[src/rtl/dmem_responder.sv]
// rtl/dmem_responder.sv - dCPU memory responder: program loader, 256x8 RAM, MMIO output FIFO
// Holds the CPU in reset while the image streams in, then serves its R/W strobes.
module dmem_responder #(
    parameter int         OUT_DEPTH = 4,
    parameter logic [7:0] MMIO_ADDR = 8'hFF,
    parameter bit         LOAD_EN   = 1'b1
) (
    input  logic       clk,
    input  logic       rst,
    input  logic       R,
    input  logic       W,
    input  logic [7:0] addr,
    input  logic [7:0] data_in,
    output logic [7:0] data_out,
    output logic       cpu_rst,
    input  logic       load_valid,
    input  logic [7:0] load_data,
    input  logic       load_last,
    output logic       load_ready,
    output logic       out_valid,
    output logic [7:0] out_data,
    input  logic       out_ready,
    output logic       err,
    output logic       ovf
);
    localparam int PW = (OUT_DEPTH > 2) ? 2 : 1;

    typedef enum logic [1:0] {S_LOAD, S_RELEASE, S_RUN} state_t;

    state_t        r_state;
    logic [7:0]    r_load_ptr;
    logic          r_cpu_rst;
    logic          r_load_ready;
    logic          r_err;
    logic          r_ovf;
    logic [7:0]    r_ram [256];
    logic [7:0]    r_fifo [OUT_DEPTH];
    logic [PW-1:0] r_head;
    logic [PW-1:0] r_tail;
    logic [2:0]    r_count;

    logic w_run, w_wr, w_ram_we, w_push, w_pop, w_full, w_push_acc;

    assign w_run      = (r_state == S_RUN);
    // A collision (R and W both low) suppresses the write entirely.
    assign w_wr       = w_run && !W && R;
    assign w_ram_we   = w_wr && (addr != MMIO_ADDR);
    assign w_push     = w_wr && (addr == MMIO_ADDR);
    assign w_pop      = (r_count != 3'd0) && out_ready;
    assign w_full     = (r_count == 3'(OUT_DEPTH));
    assign w_push_acc = w_push && (!w_full || w_pop);

    always_ff @(posedge clk or posedge rst) begin
        if (rst) begin
            r_state      <= LOAD_EN ? S_LOAD : S_RUN;
            r_load_ptr   <= 8'd0;
            r_cpu_rst    <= LOAD_EN;
            r_load_ready <= LOAD_EN;
            r_err        <= 1'b0;
        end else begin
            case (r_state)
                S_LOAD: begin
                    if (load_valid) begin
                        r_load_ptr <= r_load_ptr + 8'd1;
                        if (load_last || r_load_ptr == 8'hFF) begin
                            r_state      <= S_RELEASE;
                            r_load_ready <= 1'b0;
                        end
                    end
                end
                S_RELEASE: begin
                    r_state   <= S_RUN;
                    r_cpu_rst <= 1'b0;
                end
                default: begin
                    if (!R && !W) r_err <= 1'b1;
                end
            endcase
        end
    end

    always_ff @(posedge clk or posedge rst) begin
        if (rst) begin
            r_head  <= '0;
            r_tail  <= '0;
            r_count <= 3'd0;
            r_ovf   <= 1'b0;
        end else begin
            if (w_push_acc) r_tail <= r_tail + 1'b1;
            if (w_pop)      r_head <= r_head + 1'b1;
            if (w_push_acc && !w_pop)      r_count <= r_count + 3'd1;
            else if (!w_push_acc && w_pop) r_count <= r_count - 3'd1;
            if (w_push && w_full && !w_pop) r_ovf <= 1'b1;
        end
    end

    // Storage arrays are deliberately outside the reset domain.
    always_ff @(posedge clk) begin
        if (w_push_acc) r_fifo[r_tail] <= data_in;
    end

    always_ff @(posedge clk) begin
        if (r_state == S_LOAD && load_valid) r_ram[r_load_ptr] <= load_data;
        else if (w_ram_we)                   r_ram[addr]       <= data_in;
    end

    always_comb begin
        data_out = 8'd0;
        if (w_run && !R) begin
            if (addr == MMIO_ADDR) data_out = {2'b00, r_err, r_ovf, w_full, r_count};
            else                   data_out = r_ram[addr];
        end
    end

    assign out_valid  = (r_count != 3'd0);
    assign out_data   = out_valid ? r_fifo[r_head] : 8'd0;
    assign cpu_rst    = r_cpu_rst;
    assign load_ready = r_load_ready;
    assign err        = r_err;
    assign ovf        = r_ovf;
endmodule

[config.mk]
export PLATFORM = sky130hd
export DESIGN_NAME = dmem_responder
export DESIGN_NICKNAME = d
export VERILOG_FILES = /design/src/rtl/dmem_responder.sv
export SDC_FILE = /design/constraint.sdc
export NUM_CORES = 2
export LEC_CHECK = 0
export ABC_AREA = 1
export CORE_ASPECT_RATIO = 0.8
export CORE_MARGIN = 5
export CORE_UTILIZATION = 30
export DETAILED_ROUTE_END_ITERATION = 12
export PLACE_DENSITY = 0.47
export SYNTH_ARGS = -nofsm -noshare
export SYNTH_HDL_FRONTEND = slang
export SYNTH_SLANG_ARGS = --single-unit
export TNS_END_PERCENT = 1
[constraint.sdc]
create_clock -name clk -period 14.4 [get_ports clk]
set_input_delay 2.88 -clock clk [delete_from_list [all_inputs] [get_ports clk]]
set_output_delay 2.88 -clock clk [all_outputs]
set_load 0.005 [all_outputs]
Yosys cells after proc, flatten, opt, wreduce, memory -nomap -nowiden
Memories as Yosys holds them, arrays and structs flattened.
Cells that the tools add are included.

storage, ports and cells
  bits in registers = 21
  memory bits (writable) = 2,080
  output and inout port bits = 21
  word-level logic and storage cells = 73
  memories = 2

memory list
  memory  depth  width  rd ports  clocked after memory_dff  wr ports  line  source
  r_ram   256    8      1         0                         1         36    logic [7:0] r_ram [256];
  r_fifo  4      8      1         0                         1         37    logic [7:0] r_fifo [OUT_DEPTH];

operators by class
  add/sub/neg operators = 5
  equal/unequal tests = 8
  mux-type cells = 18
  bitwise operators = 1
  reductions and logical operators = 30

operator list
  cell                                                 count
  2-to-1 mux 8 bit                                     5
  equality test 8 bit, second input constant           2
  logical AND 1 bit                                    13
  adder 8 x 1 -> 8 bit, second input constant          1
  2-to-1 mux 1 bit                                     8
  != test 8 bit, second input constant                 1
  OR reduction 8 bit                                   1
  2-to-1 mux 3 bit                                     2
  AND reduction 3 bit                                  2
  zero test 1 bit                                      5
  adder 2 x 1 -> 2 bit, second input constant          2
  2-to-1 mux 2 bit                                     2
  != test 2 bit, second input constant                 2
  one-hot mux 2 bit (2 select lines)                   1
  AND reduction 2 bit                                  2
  nonzero test 2 bit                                   2
  adder 3 x 1 -> 3 bit, second input constant          1
  equality test 3 bit, second input constant           1
  nonzero test 3 bit                                   1
  subtractor 3 x 1 -> 3 bit, second input constant     1
  equality test 2 x 1 -> 1 bit, second input constant  1
  equality test 2 bit, second input constant           1
  zero test 2 bit                                      1
  logical OR 1 bit                                     2
  other kinds (2)                                      2

Logic depth before layout (Yosys ltp)
  depth in word-level cells = 9
  depth in mapped cells = 18
  mapped depth without buffers = 15

Worst setup path before layout
OpenSTA, ideal clock, no wires.

  path kind = in2reg
  start = in addr[1]
  end = mem r_ram[0][0] (data pin)
  setup time = 0.824 ns
  arrival time = 6.824 ns
  required time = 13.576 ns
  setup slack = 6.752 ns
  stages on the path = 10
  cell sequence = buf_4 nand2_4 inv_2 nand3_2 nor3_2 nand2_2 nand2_4 buf_4 nand2_1 nand2_1

on the way
  longest elaborated chain between the ends = 7

ends and longest elaborated chain
  element                                 line  source
  start, declared                         12    input logic [7:0] addr,
  != test 8 bit                           47    assign w_ram_we = w_wr && (addr != MMIO_ADDR);
  logical AND 1 bit                       47
  2-to-1 mux 1 bit                        104   else if (w_ram_we) r_ram[addr] <= data_in;
  2-to-1 mux 1 bit                        103   if (r_state == S_LOAD && load_valid) r_ram[r_load_ptr] <= load_data;
  2-to-1 mux 1 bit (not written as such)  104
  OR reduction 8 bit (no source line)     n/a
  2-to-1 mux 8 bit (no source line)       n/a
  end, declared                           36

No other way between the ends.

Worst setup path after layout
  start = in addr[2]
  end = out data_out[3]

on the way
  longest elaborated chain between the ends = 3

ends and longest elaborated chain
  element                                                                  line  source
  memory read (256 x 8 bit) / equality test 8 bit (equally long branches)  n/a
  2-to-1 mux 8 bit (*)                                                     110   if (addr == MMIO_ADDR) data_out = {2'b00, r_err, r_ovf, w_full, r_count};
  2-to-1 mux 8 bit (*)                                                     109   if (w_run && !R) begin
  end, declared                                                            14    output logic [7:0] data_out,

Every way passes the cells marked *; elsewhere a longest branch is shown, timed or not.

==> impl_metrics.yaml <==
worst_setup_path:
  cpLargestDelayFamily: "buffers and inverters"
  path_class: "in2out"
  max_stage_delay_ns: 0.75
  crit_path_cell_trace: "buf_2 -> buf_4 -> nand2_4 -> inv_6 -> buf_4 -> nand2_1 -> nand3_1 -> nand3_1 -> nand3_1 -> nand3_1 -> nand2_1 -> nand2_1 -> nand3_1 -> nand2_1 -> inv_1 -> clkdlybuf4s50_1"
  cp.buffers_inverters: 6
  worstPathRequired_ns: 11.52
  path_common_cell: "nand3_1"
  crit_path_start_kind: "primary input"
  critPathMaxFanout: 86
  cp_data_arrival_time_ns: 7.56
  end_kind: "primary output"
  crit_slowest_cell: "inv_6"
finish:
  fin_area_um2: 95940
  layout-drive-gt1-share: 0.05640
  fillers: 28090
  post-route-util: 0.3384
  finalNetCount: 7271
  stdcell_count: 11200
  syn2layout_area_growth_pct: 12.47
power:
  power.density_nw_per_um2: 140.5
  total_power_mw: 13.48
  p_leak_nw: 32.98
  peakVddDrop_v: 0.0001001
global_routing:
  overflow: 0
  antenna_found_initial: 9
  track_usage: 0.1770
  grt_pass1_wl_mm: 388.7
  grt_max_degree: 179
  grt_pass1_vias: 52160
clocking:
  path_clk_slew_ns: 0.06
  cts-resized-gates: 0
  cts_made_buffers: 213
  ctsLongestPathBuffers: 4
  holdBufCountCts: 0
  cts_tree: "built"
  cts_root_buf: "clkbuf_16"
  clkLatencyLatePin_ns: 0.86
  cts_setup_buffers: 0
  cts.sinks: 2101
  htreeDepth: 4
timing:
  worstMarginPinSlew_ns: 1.294
  max_clock_freq_ghz: 0.09583
  min_period_over_period: 0.7247
  grt_setup_unrepaired: "false"
  skew_ns: 0.04710
  final.setup.tns_ns: 0
  slew_violations: 0
  hold_slack_ns: 0.4893
  final_hold_viol_count: 0
  setup_violations: 0
  finalWorstSetupSlack_ns: 3.965
  slew_headroom: 0.1362
  min_period_ns: 10.44
floorplan:
  fp-row-count: 175
  start_util: 0.3008
  die_w_um: 606.2
  die_height_um: 486.9
  die_area_um2: 295200
  io_pins: 52
  core_um2: 283600
drt:
  via_per_inst: 4.971
  drtAntennaViolNets: 0
  drc: 0
  drt_iter0_drc: 6059
  drt_wl_total_mm: 269.2
  drt_first_pass_iters: 6
  met2_length_mm: 115.5
  met1_length_mm: 127.7
  wl_per_cell_um: 24.03
  num_vias: 55680
  dr_wl_met3_mm: 20.32
  highest_layer: "met5"
yosys:
  ys_seq_area_frac: 0.7384
  synth_cell_types: 40
  avgSynthCellArea_um2: 11.61
  async_flop_share: 0.009995
  syn-instance-count: 7348
  ys_seq_elements: 2101
  yosysWarningCount: 0
  synth_ff_type: "edfxtp_1"
  syn-num-nets: 7386
  synth_edf_count: 2080
  syn_area_um2: 85300
placement:
  dp_hpwl_mm: 150.0
  portBuffers: 51
  pre_cts_slack_ns: 3.851
  dp.cells: 10820
  gp_congestion: 0.8273
  placed_area_um2: 89690
min_path:
  hp-class: "reg2reg"
status:
  status: "finished, final reports clean"
job:
  drv_cap: 0
synth_stat cells (19+ instances only):
cell type     n  area (um^2)
a21oi_1     293         1466
buf_1        56        210.2
buf_2        56        280.3
clkbuf_1    343         1287
dfrtp_1      19        475.5
edfxtp_1   2080        62460
inv_1        60        225.2
nand2_1    2539         9530
nand3_1     999         5000
nor2_1      489         1836
nor3_1       35        175.2
o21ai_0     188        940.9
o22ai_1      79        494.2
cells in the final DEF (no fill, tap or decap), types with 8 or more instances in the layout:
master	count
a211oi_1	12
dfrtp_1	19
nand2_4	10
nor3_1	35
o22ai_1	79
clkbuf_16	216
clkinv_1	56
a21oi_1	293
nand2_1	2525
o21ai_0	188
clkbuf_1	64
o21ai_2	8
inv_2	12
nand3_2	9
buf_4	63
nand3_1	992
inv_1	58
nand2_2	18
clkinv_2	28
nor2_1	488
edfxtp_1	2080
nor2_4	9
xor2_1	10
buf_12	16
a21boi_0	10
clkdlybuf4s50_1	45
report_power, final:
part	switching (mW)	internal, mW
registers	0.0305	6.95
logic	1.02	0.265
clock network	2.37	2.85
routing by layer:
layer | vias to the layer above | global-route usage
li1 | 25450 | -
met1 | 27950 | 0.2740
met2 | 1948 | 0.2566
met3 | 329 | 0.03277
met4 | 2 | 0.03768
met5 | - | 0.002293
state kept, by name, indices dropped and copies added (netlist names):
register,cells
r_state,2
r_count,3
r_fifo,32
cpu_rst,1
r_ram,2048
ovf,1
r_head,2
r_tail,2
err,1
r_load_ptr,8
load_ready,1
logic make-up after synthesis:
| group | count (synthesis) | synth area share |
|---|---|---|
| DFF | 2101 | 0.7384 |
| AOI/OAI and AO/OA | 601 | 0.03778 |
| adders and majority gates | 7 | 0.001115 |
| xor gates and xnor gates | 12 | 0.001232 |
| muxes | 2 | 0.0002493 |
| and+or+nand+nor | 4090 | 0.1967 |
| buffers and inverters | 535 | 0.02454 |
final cells by class:
type	count	area (um^2)	area share
inverter	77	321.6	0.003352
antenna	2	5.005	0.00005216
multi-input combinational	4712	20340	0.2120
tap	3805	4761	0.04962
timing repair buffer	128	1284	0.01338
sequential	2101	62990	0.6565
clock buffer	280	5645	0.05884
clock inverter	96	598.1	0.006234
final timing paths:
check	from	to	slack (ns)	cells past startpoint
max	addr[2]	data_out[3]	3.96	16
max in group asynchronous	rst	r_head[1]$_DFFE_PP0P_	11.30	2
min reg2reg	load_ready$_DFFE_PP1P_	load_ready$_DFFE_PP1P_	0.49	1
max reg2reg	r_state[1]$_DFFE_PP0P_	r_ram[44][3]$_DFFE_PP_	9.61	10
min	load_ready$_DFFE_PP1P_	load_ready$_DFFE_PP1P_	0.49	1
min in group asynchronous	rst	r_tail[1]$_DFFE_PP0P_	2.52	2
Note: power is estimated with default switching activity, not from simulation.
